`config.mk`:
```
export PLATFORM = sky130hd
export DESIGN_NAME = atm_teclado_tx
export DESIGN_NICKNAME = d
export VERILOG_FILES = /design/src/rtl/atm_pkg.sv /design/src/rtl/atm_tx_timer.sv /design/src/rtl/atm_teclado_tx.sv
export SDC_FILE = /design/constraint.sdc
export NUM_CORES = 1
export LEC_CHECK = 0
export CAP_MARGIN = 20
export CORE_UTILIZATION = 48
export DETAILED_ROUTE_END_ITERATION = 8
export GPL_ROUTABILITY_DRIVEN = 0
export PLACE_DENSITY = 0.95
export SYNTH_ARGS = -nofsm -noshare
export SYNTH_HDL_FRONTEND = slang
export SYNTH_SLANG_ARGS = --single-unit
```
`constraint.sdc`:
```
create_clock -name clk -period 5.3 [get_ports clk]
set_clock_uncertainty 0.15 [all_clocks]
set_input_delay 1.06 -clock clk [delete_from_list [all_inputs] [get_ports clk]]
set_output_delay 1.06 -clock clk [all_outputs]
set_load 0.05 [all_outputs]
```
`src/rtl/atm_pkg.sv`:
```
// Shared types and constants for the ATM customer-side transaction driver.
package atm_pkg;

  typedef enum logic [2:0] {
    ST_IDLE   = 3'd0,
    ST_CARD   = 3'd1,
    ST_DIGIT  = 3'd2,
    ST_GAP    = 3'd3,
    ST_AMOUNT = 3'd4,
    ST_WAIT   = 3'd5,
    ST_DONE   = 3'd6
  } atm_state_e;

  localparam int DIGIT_W = 4;

  localparam logic [2:0] RSP_OK_DEPOSITO    = 3'd0;
  localparam logic [2:0] RSP_OK_RETIRO      = 3'd1;
  localparam logic [2:0] RSP_FONDOS_INSUF   = 3'd2;
  localparam logic [2:0] RSP_PIN_INCORRECTO = 3'd3;
  localparam logic [2:0] RSP_BLOQUEO        = 3'd4;
  localparam logic [2:0] RSP_TIMEOUT        = 3'd5;
  localparam logic [2:0] RSP_ABORTADO       = 3'd6;
  localparam logic [2:0] RSP_RESERVED       = 3'd7;

  localparam logic TRANS_DEPOSITO = 1'b0;
  localparam logic TRANS_RETIRO   = 1'b1;

  // Highest-priority raised flag wins; with nothing raised the result is a timeout.
  function automatic logic [2:0] result_code(
    input logic blq,
    input logic pin_bad,
    input logic fondos,
    input logic entregar,
    input logic balance
  );
    logic [2:0] code;
    if (blq) begin
      code = RSP_BLOQUEO;
    end else if (pin_bad) begin
      code = RSP_PIN_INCORRECTO;
    end else if (fondos) begin
      code = RSP_FONDOS_INSUF;
    end else if (entregar) begin
      code = RSP_OK_RETIRO;
    end else if (balance) begin
      code = RSP_OK_DEPOSITO;
    end else begin
      code = RSP_TIMEOUT;
    end
    return code;
  endfunction

endpackage

```
`src/rtl/atm_tx_timer.sv`:
```
// Loadable down-counter; done_o is high during the last cycle of a loaded interval.
module atm_tx_timer #(
  parameter int W = 7
) (
  input  logic         clk,
  input  logic         reset,
  input  logic         load_i,
  input  logic [W-1:0] load_val_i,
  output logic         done_o
);

  logic [W-1:0] cnt_q;
  logic [W-1:0] cnt_d;

  // Load has priority; otherwise count down and park at zero.
  always_comb begin
    cnt_d = cnt_q;
    if (load_i) begin
      cnt_d = load_val_i;
    end else if (cnt_q != '0) begin
      cnt_d = cnt_q - W'(1);
    end else begin
      cnt_d = cnt_q;
    end
  end

  // Counter register.
  always_ff @(posedge clk) begin
    if (reset) begin
      cnt_q <= '0;
    end else begin
      cnt_q <= cnt_d;
    end
  end

  assign done_o = (cnt_q == W'(1));

endmodule

```
`src/rtl/atm_teclado_tx.sv`:
```
// Plays one ATM transaction (card, PIN digits, amount) onto the controller pins and
// returns an encoded result. Optional ATM_TX_ABORT_EN adds the cmd_abort input.
module atm_teclado_tx
  import atm_pkg::*;
#(
  parameter int MONTO_W    = 32,
  parameter int PIN_DIGITS = 4,
  parameter int GAP_CYCLES = 2,
  parameter int TIMEOUT    = 64
) (
  input  logic                          clk,
  input  logic                          reset,
  input  logic                          cmd_valid,
  output logic                          cmd_ready,
  input  logic [DIGIT_W*PIN_DIGITS-1:0] cmd_pin,
  input  logic                          cmd_tipo_tarjeta,
  input  logic                          cmd_tipo_trans,
  input  logic [MONTO_W-1:0]            cmd_monto,
`ifdef ATM_TX_ABORT_EN
  input  logic                          cmd_abort,
`endif
  output logic                          tarjeta_recibida,
  output logic                          tipo_de_tarjeta,
  output logic [DIGIT_W-1:0]            digito,
  output logic                          digito_stb,
  output logic                          tipo_trans,
  output logic [MONTO_W-1:0]            monto,
  output logic                          monto_stb,
  input  logic                          balance_actualizado,
  input  logic                          entregar_dinero,
  input  logic                          fondos_insuficientes,
  input  logic                          pin_incorrecto,
  input  logic                          bloqueo,
  output logic                          rsp_valid,
  output logic [2:0]                    rsp_code
);

  localparam int PIN_W   = DIGIT_W * PIN_DIGITS;
  localparam int IDX_W   = $clog2(PIN_DIGITS + 1);
  localparam int TMR_MAX = (GAP_CYCLES > TIMEOUT) ? GAP_CYCLES : TIMEOUT;
  localparam int TMR_W   = $clog2(TMR_MAX + 1);
  localparam logic [TMR_W-1:0] TMR_GAP     = TMR_W'(GAP_CYCLES);
  localparam logic [TMR_W-1:0] TMR_TIMEOUT = TMR_W'(TIMEOUT);

  atm_state_e          state_q, state_d;
  logic [IDX_W-1:0]    idx_q, idx_d;
  logic [PIN_W-1:0]    pin_q, pin_d;
  logic                tipo_tarjeta_q, tipo_tarjeta_d;
  logic                tipo_trans_q, tipo_trans_d;
  logic [MONTO_W-1:0]  monto_q, monto_d;
  logic [DIGIT_W-1:0]  digito_q, digito_d;
  logic [2:0]          rsp_code_q, rsp_code_d;
  logic                cmd_ready_q, tarjeta_q, digito_stb_q, monto_stb_q, rsp_valid_q;

  logic                tmr_load_s;
  logic [TMR_W-1:0]    tmr_val_s;
  logic                tmr_done_s;
  logic                abort_s;
  logic                any_flag_s;
  logic                stop_flag_s;
  logic [PIN_W-1:0]    pin_sh_s;
  logic [DIGIT_W-1:0]  digit_s;

`ifdef ATM_TX_ABORT_EN
  assign abort_s = cmd_abort;
`else
  assign abort_s = 1'b0;
`endif

  assign any_flag_s  = balance_actualizado | entregar_dinero | fondos_insuficientes |
                       pin_incorrecto | bloqueo;
  assign stop_flag_s = pin_incorrecto | bloqueo;

  // Most significant nibble goes out first; non-BCD nibbles pass through untouched.
  assign pin_sh_s = pin_q >> (DIGIT_W * (PIN_DIGITS - 1 - int'(idx_q)));
  assign digit_s  = pin_sh_s[DIGIT_W-1:0];

  atm_tx_timer #(
    .W (TMR_W)
  ) u_timer (
    .clk        (clk),
    .reset      (reset),
    .load_i     (tmr_load_s),
    .load_val_i (tmr_val_s),
    .done_o     (tmr_done_s)
  );

  // Next-state, field latching and response-code selection.
  always_comb begin
    state_d        = state_q;
    idx_d          = idx_q;
    pin_d          = pin_q;
    tipo_tarjeta_d = tipo_tarjeta_q;
    tipo_trans_d   = tipo_trans_q;
    monto_d        = monto_q;
    digito_d       = digito_q;
    rsp_code_d     = RSP_OK_DEPOSITO;
    tmr_load_s     = 1'b0;
    tmr_val_s      = TMR_GAP;
    case (state_q)
      ST_IDLE: begin
        idx_d = '0;
        if (cmd_valid && cmd_ready_q) begin
          state_d        = ST_CARD;
          pin_d          = cmd_pin;
          tipo_tarjeta_d = cmd_tipo_tarjeta;
          tipo_trans_d   = cmd_tipo_trans;
          monto_d        = cmd_monto;
          tmr_load_s     = 1'b1;
        end else begin
          state_d = ST_IDLE;
        end
      end
      ST_CARD: begin
        if (abort_s) begin
          state_d    = ST_DONE;
          rsp_code_d = RSP_ABORTADO;
        end else if (tmr_done_s) begin
          state_d  = ST_DIGIT;
          digito_d = digit_s;
        end else begin
          state_d = ST_CARD;
        end
      end
      ST_DIGIT: begin
        if (abort_s) begin
          state_d    = ST_DONE;
          rsp_code_d = RSP_ABORTADO;
        end else begin
          state_d    = ST_GAP;
          idx_d      = idx_q + IDX_W'(1);
          tmr_load_s = 1'b1;
        end
      end
      // Only the PIN-related flags are meaningful while digits are still going out.
      ST_GAP: begin
        if (stop_flag_s) begin
          state_d    = ST_DONE;
          rsp_code_d = result_code(bloqueo, pin_incorrecto, 1'b0, 1'b0, 1'b0);
        end else if (abort_s) begin
          state_d    = ST_DONE;
          rsp_code_d = RSP_ABORTADO;
        end else if (tmr_done_s) begin
          if (idx_q == IDX_W'(PIN_DIGITS)) begin
            state_d = ST_AMOUNT;
          end else begin
            state_d  = ST_DIGIT;
            digito_d = digit_s;
          end
        end else begin
          state_d = ST_GAP;
        end
      end
      ST_AMOUNT: begin
        if (abort_s) begin
          state_d    = ST_DONE;
          rsp_code_d = RSP_ABORTADO;
        end else begin
          state_d    = ST_WAIT;
          tmr_load_s = 1'b1;
          tmr_val_s  = TMR_TIMEOUT;
        end
      end
      ST_WAIT: begin
        if (any_flag_s) begin
          state_d    = ST_DONE;
          rsp_code_d = result_code(bloqueo, pin_incorrecto, fondos_insuficientes,
                                   entregar_dinero, balance_actualizado);
        end else if (abort_s) begin
          state_d    = ST_DONE;
          rsp_code_d = RSP_ABORTADO;
        end else if (tmr_done_s) begin
          state_d    = ST_DONE;
          rsp_code_d = RSP_TIMEOUT;
        end else begin
          state_d = ST_WAIT;
        end
      end
      ST_DONE: begin
        state_d = ST_IDLE;
      end
      default: begin
        state_d = ST_IDLE;
      end
    endcase
  end

  // State, latched fields and registered outputs; strobes are decoded from the next state.
  always_ff @(posedge clk) begin
    if (reset) begin
      state_q        <= ST_IDLE;
      idx_q          <= '0;
      pin_q          <= '0;
      tipo_tarjeta_q <= 1'b0;
      tipo_trans_q   <= 1'b0;
      monto_q        <= '0;
      digito_q       <= '0;
      rsp_code_q     <= 3'd0;
      cmd_ready_q    <= 1'b1;
      tarjeta_q      <= 1'b0;
      digito_stb_q   <= 1'b0;
      monto_stb_q    <= 1'b0;
      rsp_valid_q    <= 1'b0;
    end else begin
      state_q        <= state_d;
      idx_q          <= idx_d;
      pin_q          <= pin_d;
      tipo_tarjeta_q <= tipo_tarjeta_d;
      tipo_trans_q   <= tipo_trans_d;
      monto_q        <= monto_d;
      digito_q       <= digito_d;
      rsp_code_q     <= rsp_code_d;
      cmd_ready_q    <= (state_d == ST_IDLE);
      tarjeta_q      <= (state_d != ST_IDLE) && (state_d != ST_DONE);
      digito_stb_q   <= (state_d == ST_DIGIT);
      monto_stb_q    <= (state_d == ST_AMOUNT);
      rsp_valid_q    <= (state_d == ST_DONE);
    end
  end

  assign cmd_ready        = cmd_ready_q;
  assign tarjeta_recibida = tarjeta_q;
  assign tipo_de_tarjeta  = tipo_tarjeta_q;
  assign digito           = digito_q;
  assign digito_stb       = digito_stb_q;
  assign tipo_trans       = tipo_trans_q;
  assign monto            = monto_q;
  assign monto_stb        = monto_stb_q;
  assign rsp_valid        = rsp_valid_q;
  assign rsp_code         = rsp_code_q;

endmodule

```
# Yosys cells after proc, flatten, opt, wreduce, memory -nomap -nowiden
# Cells that the tools add are included.
[totals]
word_cells = 80
output_inout_bits = 46
ff_bits = 75
mem_bits_rw = 0
mem_count = 0
in_bits = 58
latch_bits = 0
rom_bits = 0
[op_classes]
n_mul = 0
shifts = 1
order_cmp = 0
n_eq_ne = 15
reduce_logical = 12
add_sub_neg = 3
n_mux = 30
bitwise = 5
div_mod_pow = 0
[ops]
columns = ["op", "count"]
rows = [
  ["3-bit two-way mux", 13],
  ["16-bit by 32-bit >> shifter with 4-bit output", 1],
  ["7-bit two-way mux", 3],
  ["3-bit case mux with 6 select lines", 1],
  ["4-bit two-way mux", 4],
  ["3-bit equality test, second input constant", 5],
  ["3-bit case mux with 2 select lines", 2],
  ["3-bit by 2-bit equality test with 1-bit output, second input constant", 3],
  ["2-bit inequality test, second input constant", 4],
  ["4-bit case mux with 2 select lines", 1],
  ["7-bit by 1-bit equality test with 1-bit output, second input constant", 1],
  ["7-bit nonzero test", 1],
  ["7-bit by 1-bit subtractor with 7-bit output, second input constant", 1],
  ["3-bit logical NOT", 2],
  ["2-bit two-way mux", 3],
  ["2-bit nonzero test", 3],
  ["1-bit bitwise OR", 5],
  ["5-bit AND reduction", 1],
  ["2-bit by 3-bit subtractor with 4-bit output, first input constant", 1],
  ["3-bit by 1-bit adder with 3-bit output, second input constant", 1],
  ["3-bit by 1-bit equality test with 1-bit output, second input constant", 1],
  ["3-bit inequality test, second input constant", 1],
  ["3-bit nonzero test", 1],
  ["1-bit logical AND", 2],
  ["other kinds (4)", 5],
]

# Longest topological paths before layout
# Gate-level depths: netlist (run 1).
[depth]
word_depth = 8
mapped_depth = 8
ltp_nobuf = 7

# Hierarchy
# Synthesis (run 1) repeated with hierarchy kept, for this count alone.
[unflattened]
hier_cells = 377
hier_area_um2 = 3196.8
[modules_own_cells]
columns = ["mod", "n_inst", "cells_per_inst", "area_each_um2", "seq_area_each_um2"]
rows = [
  ["atm_teclado_tx", 1, 326, 2756.4, 1361.3],
  ["atm_tx_timer", 1, 51, 440.4, 140.1],
]

# Least setup slack after synthesis (run 1)
# OpenSTA, ideal clock, no wires.
[synth_timing]
kind = "input port to flip-flop"
start = "input bloqueo"
end = "register digito_stb_q, in the netlist digito_stb"
setup_ns = 0.115
path_buffers = 0
arrival_time_ns = 2.227
t_required_ns = 5.035
path_slack_ns = 2.808
path_stages = 5
cell_sequence = "or2_4 -> o41a_1 -> o311a_4 -> nor2b_4 -> and3_1"
[synth_between]
elab_chain_cells = 4
elab_cells_between_ends = 6
cone_classes = "1 x eq/ne; 3 x mux; 2 x bitwise"
[synth_rtl]
columns = ["item", "line_no", "rtl"]
rows = [
  ["start: declaration", "atm_teclado_tx.sv:33", "input logic bloqueo,"],
  ["1-bit bitwise OR (on tied branches)", "atm_teclado_tx.sv:71, atm_teclado_tx.sv:72", ""],
  ["2-bit two-way mux / 3-bit two-way mux (equally long branches)", "atm_teclado_tx.sv:165, atm_teclado_tx.sv:137", ""],
  ["3-bit case mux with 6 select lines (*)", "atm_teclado_tx.sv:100", "case (state_q)"],
  ["3-bit by 2-bit equality test with 1-bit output (*)", "atm_teclado_tx.sv:215", "digito_stb_q <= (state_d == ST_DIGIT);"],
  ["end signal: assignment", "atm_teclado_tx.sv:215", ""],
  ["end: declaration", "atm_teclado_tx.sv:53", "logic cmd_ready_q, tarjeta_q, digito_stb_q, monto_stb_q, rsp_valid_q;"],
]
# Mark *: on every way between the ends. The rest lies on a longest branch, timed or not.
# A chain may end at the register's enable or synchronous reset.

# Worst setup path in the final report (run 1)
[layout_timing]
start = "input cmd_valid"
end = "register pin_q[1]"
[layout_between]
elab_chain_cells = 2
[layout_rtl]
columns = ["item", "line_no", "rtl"]
rows = [
  ["start: declaration", "atm_teclado_tx.sv:13", "input logic cmd_valid,"],
  ["1-bit logical AND", "atm_teclado_tx.sv:103", "if (cmd_valid && cmd_ready_q) begin"],
  ["2-bit AND reduction (no line)", "n/a", ""],
  ["end signal: assignment", "atm_teclado_tx.sv:207", "pin_q <= pin_d;"],
  ["end: declaration", "atm_teclado_tx.sv:47", "logic [PIN_W-1:0] pin_q, pin_d;"],
]
# Every way passes these cells.

==> results of run 1 <==
-- cells by family after synthesis --
logic type                 Yosys count  synth area share, %
DFF                                 75                 49.5
xor gates and xnor gates             4                 1.16
AOI/OAI and AO/OA                   85                 16.1
buffers and inverters               29                 3.88
and+or+nand+nor                    165                 24.4
muxes                                5                 3.30
adders and majority gates            4                 1.65
-- cells in the final DEF (no fill, tap or decap), types with 2 or more instances in the layout --
cell	instances
clkdlybuf4s50_1	102
nand2_1	111
xnor2_1	3
clkbuf_8	11
nand3_2	2
a21oi_1	64
o311ai_0	2
nand2b_1	4
a21o_1	2
mux4_2	4
clkbuf_1	2
nor3_2	2
nand4_1	2
nor2_1	18
and3_1	3
nor4_1	2
ha_1	4
or3b_1	4
o21ai_0	6
nor3_1	3
inv_1	9
nand3_1	3
a211oi_1	2
dfxtp_1	75
-- stage by stage --
step	hold WS (ps)	worst slack [ps]	cells
2_1_floorplan	283	2810	367
3_3_place_gp	289	2120	526
4_1_cts	306	2410	541
6_report	305	2480	542
3_5_place_dp	298	2050	526
5_1_grt	331	2300	542
-- power by group through the flow --
stage | Clock, W | Sequential [W] | Combinational [W]
2_1_floorplan | 0 | 0.000824 | 0.000277
3_3_place_gp | 0 | 0.000695 | 0.000572
3_5_place_dp | 0 | 0.000700 | 0.000588
4_1_cts | 0.000438 | 0.000688 | 0.000596
5_1_grt | 0.000472 | 0.000696 | 0.000649
6_report | 0.000436 | 0.000689 | 0.000600
-- area by class of cell --
| type | count | share of cell area (%) |
|---|---|---|
| Inverter | 9 | 0.786 |
| Tap cell | 75 | 2.18 |
| Multi-Input combinational cell | 263 | 33.1 |
| Clock inverter | 2 | 0.815 |
| Clock buffer | 13 | 3.70 |
| Sequential cell | 75 | 34.9 |
| Timing Repair Buffer | 105 | 24.5 |
-- tightest hold or removal path, delay by kind of cell (launching register included) --
kind            cells  cell delay [ps]
flops               1              310
compound gates      1               50
simple gates        1               50
-- state kept, by name (all words and copies together), names as in the netlist --
register          cells
cmd_ready             1
digito                4
digito_stb            1
idx_q                 3
monto                32
monto_stb             1
pin_q                16
rsp_code              3
rsp_valid             1
state_q               3
tarjeta_recibida      1
tipo_de_tarjeta       1
tipo_trans            1
u_timer.cnt_q         7
-- worst max-delay path by stage --
stage                            end      start  cells after the start
final                       pin_q[1]  cmd_valid                      6
after global routing        pin_q[7]  cmd_valid                      6
after CTS                   monto[3]  cmd_valid                      6
after detailed placement    pin_q[7]  cmd_valid                      6
after global placement      monto[0]  cmd_valid                      6
after floorplan           digito_stb    bloqueo                      5
-- per-layer routing --
| metal | vias up | share of wire, % | wire [µm] |
|---|---|---|---|
| li1 | 1424 | - | - |
| met3 | 19 | 6.6 | 515 |
| met5 | - | 0 | 0 |
| met1 | 1377 | 39 | 3060 |
| met4 | 0 | 2.4 | 184 |
| met2 | 110 | 52 | 4050 |
-- Yosys cell counts, drive strengths merged, types with 3 or more instances --
master	n
a21oi	64
and3	3
buf	7
clkbuf	13
dfxtp	75
ha	4
inv	9
mux4	4
nand2	111
nand2b	4
nand3	5
nor2	18
nor3	5
o21ai	6
or3b	4
xnor2	3
==> out/qor.txt, run 1 <==
Syn Inst Count = 367
die footprint = 6640 µm²
sequential share of power = 39.9%
Primary FF master, synth = dfxtp_1
Synth-to-Final Area Change = 41.8%
number of diodes = 0
DRC Markers = 0
GR Layer Usage met1 = 26.0%
Synth warnings = 0
max_slew headroom = 36.4%
Gate power share = 34.8%
syn avg cell area = 8.26 µm²
Vert. Die Dim = 81.5 µm
syn nets = 429
nets = 525
status = finished clean
Pwr Density = 401 nW/µm²
r2r endpoint = pin_q[1]
Clock transition at path regs = 70 ps
Fmax achieved = 354 MHz
Net Sw Frac = 36.2%
CP endpoint kind = register
PostCTS Resize Cnt = 0
pin count of the biggest net entering global routing = 68
most area-hungry cell type in the Yosys netlist = dfxtp_1
critical-path maximum fanout = 50
GR met2 Demand/Resource = 44.2%
PortBufs = 103
FFs w/ async S/R, synth = 0%
Worst Tran Pin Value = 952 ps
Hold Crit Start = monto[27]
met3 Use GR = 7.44%
Filler cells = 440
reg2reg start = state_q[2]
core area = 5990 µm²
remaining antenna violation count = 0
final instance area = 4300 µm²
Worst Path Required = 5380 ps
post-synth top area share = 49.5%
critical path class = in2reg
antenna violations before repair = 0
Synth area leaders = dfxtp_1, nand2_1, a21oi_1
H-tree levels = 3
total power = 0.00172 W
post-CTS setup repair buffer count = 0
WP buf/inv = 2
Clock Tree Buf Depth = 2
Hold Vio Cnt, Final = 0
internal power = 0.00110 W
Clock Latency Late Sink = 350 ps
first-pass GRT wire length = 12400 µm
maximum capacitance violations = 0
RSZ-0062 raised after global routing = false
die width = 81.5 µm
sequential-to-total area share from yosys stat = 49.5%
slowest stage cell, crit path = nand3_2
Initial Util = 50.6%
CP max stage delay = 730 ps
Initial DRC Count = 160
# hold bufs at CTS = 0
Root Buffer = clkbuf_8
row count = 28
drt wl/cell = 14.4 µm
most frequent CP cell = nand2_1
final wirelength = 7820 µm
reg2reg setup slack = 3060 ps
grt ovf = 0
Data arrival, critical path = 2900 ps
first-pass iteration count of the detailed router = 5
proportion of layout cells with a drive suffix above 1 = 6.42%
register area = 1500 µm²
Post-synth EDFFs = 0
Vias = 2930
GRT Util Overall = 24.8%
Mapped Area = 3030 µm²
Cell variety after synth = 45
Final setup viols = 0
CTS tree = yes
Tcrit/Tclk final = 53.3%
Final HPWL DP = 5250 µm
Hold EP = monto[27]
Psw = 0.000625 W
Most Crowded Layer GR = met2
multi-input logic area = 1420 µm²
Vias/cell = 5.41
clock power share = 25.3%
hold crit path type = reg2reg
path depth of the worst reg2reg path = 4
worst vdd ir = 0.245 mV
Hold Path Depth = 2
TNS Setup = 0 ps
critical path, cell by cell = clkdlybuf4s50_1 -> nand2_1 -> inv_1 -> nand3_2 -> nand2_1 -> a21oi_1
CP top delay family = simple AND/OR/NAND/NOR gates
Seq cells post-synth = 75
Finished Core Util = 71.8%
CP startpoint kind = input port
DP Area = 4090 µm²
vias in the first global route = 2886
LEAKAGE = 1.56 nW
Clock Sink Count = 75
Final min period = 2820 ps
I/O pin count = 104
Pins Over Slew Limit = 0
Num CTS Buffers = 9
(Power assumes the default switching activity.)
==> run 2, diff against run 1 <==
--- a/config.mk
+++ b/config.mk
@@ -6,10 +6,10 @@
 export NUM_CORES = 1
 export LEC_CHECK = 0
 export CAP_MARGIN = 20
-export CORE_UTILIZATION = 48
+export CORE_UTILIZATION = 41
 export DETAILED_ROUTE_END_ITERATION = 8
 export GPL_ROUTABILITY_DRIVEN = 0
-export PLACE_DENSITY = 0.95
+export PLACE_DENSITY = 0.87
 export SYNTH_ARGS = -nofsm -noshare
 export SYNTH_HDL_FRONTEND = slang
 export SYNTH_SLANG_ARGS = --single-unit
==> constraint.sdc (replaced) <==
create_clock -name clk -period 2.5 [get_ports clk]
set_clock_uncertainty 0.15 [all_clocks]
set_input_delay 0.5 -clock clk [delete_from_list [all_inputs] [get_ports clk]]
set_output_delay 0.5 -clock clk [all_outputs]
set_load 0.05 [all_outputs]
==> run 2 against run 1 <==
Effect of this change: largest power group unchanged; critical endpoint is now digito[3]; sequential cell count unchanged; largest cell class unchanged; clock power increased by 110%; highest routed layer unchanged; sequential power rose by 110%; sequential share of layout area fell by 0.68 points; die area rose by 17%.
==> out/qor.txt, run 2 (same netlist as run 1, synthesis figures left out) <==
drt wl/cell = 13.1 µm
most frequent cells in the layout = nand2_1, clkdlybuf4s50_1, dfxtp_1
Worst Path Required = 1850 ps
critical-path maximum fanout = 2
CP endpoint kind = output port
max_slew headroom = 56.2%
Clock Tree Buf Depth = 2
Gate power share = 34.9%
Vert. Die Dim = 88.0 µm
sequential share of power = 39.8%
PortBufs = 103
Clock Latency Late Sink = 340 ps
hold crit path type = reg2reg
non-filler cells, final = 570
met3 Use GR = 4.24%
CP startpoint kind = register
nets = 532
status = finished clean
first-pass iteration count of the detailed router = 6
Pwr Density = 835 nW/µm²
grt ovf = 0
Most Crowded Layer GR = met2
Clock transition at path regs = 70 ps
Net Sw Frac = 35.6%
WP buf/inv = 1
flip-flop count of the largest register after layout = 32
Num CTS Buffers = 9
DRC Markers = 0
internal power = 0.00236 W
number of diodes = 0
core area = 6980 µm²
slowest stage cell, crit path = clkdlybuf4s50_1
Hold Vio Cnt, Final = 0
proportion of layout cells with a drive suffix above 1 = 8.23%
row count = 30
CP Depth = 1
GR Layer Usage met1 = 23.4%
most common cell after layout, fill and taps aside = nand2_1
Initial Util = 43.4%
Data arrival, critical path = 1500 ps
Final HPWL DP = 5490 µm
GRT Util Overall = 20.1%
Worst Tran Pin Value = 657 ps
Filler cells = 617
RSZ-0062 raised after global routing = false
Vias = 2875
maximum capacitance violations = 0
register area = 1500 µm²
PostCTS Resize Cnt = 0
Tcrit/Tclk final = 86.0%
Final min period = 2150 ps
CP top delay family = buffers and inverters
die width = 88.0 µm
vias in the first global route = 2712
CP max stage delay = 810 ps
Psw = 0.00130 W
# hold bufs at CTS = 0
Hold Path Depth = 2
clock power share = 25.3%
post-CTS setup repair buffer count = 0
Synth-to-Final Area Change = 44.6%
H-tree levels = 3
I/O pin count = 104
antenna violations before repair = 0
Vias/cell = 5.04
TNS Setup = 0 ps
critical path class = reg2out
Initial DRC Count = 118
Final setup viols = 0
Root Buffer = clkbuf_8
Pins Over Slew Limit = 0
Clock Sink Count = 75
LEAKAGE = 1.60 nW
path depth of the worst reg2reg path = 7
final wirelength = 7460 µm
CTS tree = yes
GR met2 Demand/Resource = 35.1%
die footprint = 7740 µm²
critical path, cell by cell = clkdlybuf4s50_1
Fmax achieved = 465 MHz
remaining antenna violation count = 0
Placed Instances = 555
multi-input logic area = 1420 µm²
pin count of the biggest net entering global routing = 51
first-pass GRT wire length = 12000 µm
worst vdd ir = 0.414 mV
## run 2: per-layer routing
| metal | wire length, µm | vias up |
|---|---|---|
| met2 | 3730 | 87 |
| met3 | 449 | 12 |
| met5 | 0 | - |
| met4 | 112 | 0 |
| li1 | - | 1441 |
| met1 | 3160 | 1335 |
## run 2: metrics by stage
step | utilization (%) | hold WS (ps) | total power (W) | setup slack [ps] | area, µm²
after floorplan | - | 283 | 0.00233 | 435 | 3030
after CTS | 62.8 | 307 | 0.00370 | 325 | 4380
final | 62.8 | 304 | 0.00366 | 350 | 4380
after global placement | 59.9 | 291 | 0.00273 | 57.2 | 4180
after detailed placement | 59.9 | 296 | 0.00277 | 18.0 | 4180
after global routing | 62.8 | 323 | 0.00388 | 105 | 4380
## run 2: path summary, 6_finish.rpt
path                    startpoint   endpoint  slack [ps]
hold reg to reg          monto[24]  monto[24]         300
setup reg to reg  u_timer.cnt_q[1]  monto_stb         350
setup / recovery         digito[3]  digito[3]         350
hold / removal           monto[24]  monto[24]         300
## run 2: cell type report
type | count | share of cell area, %
inverter | 9 | 0.771
tap | 96 | 2.74
sequential | 75 | 34.2
clock inverter | 4 | 1.11
clock buffer | 11 | 3.45
multi-input combinational | 263 | 32.4
timing repair buffer | 112 | 25.2
## run 2: power groups by stage
stage / logic [W] / clock network, W / registers [W]
final: 0.00128 / 0.000927 / 0.00146
after global routing: 0.00139 / 0.00101 / 0.00148
after CTS: 0.00129 / 0.000954 / 0.00146
after detailed placement: 0.00128 / 0 / 0.00148
after global placement: 0.00125 / 0 / 0.00147
after floorplan: 0.000588 / 0 / 0.00175
==> run 3, diff against run 2 <==
--- a/config.mk
+++ b/config.mk
@@ -9,6 +9,7 @@
 export CORE_UTILIZATION = 41
 export DETAILED_ROUTE_END_ITERATION = 8
 export GPL_ROUTABILITY_DRIVEN = 0
+export HOLD_SLACK_MARGIN = 0.1
 export PLACE_DENSITY = 0.87
 export SYNTH_ARGS = -nofsm -noshare
 export SYNTH_HDL_FRONTEND = slang
==> results of run 3 <==
Same layout as run 2: the final DEF is identical, and so are final timing and power.
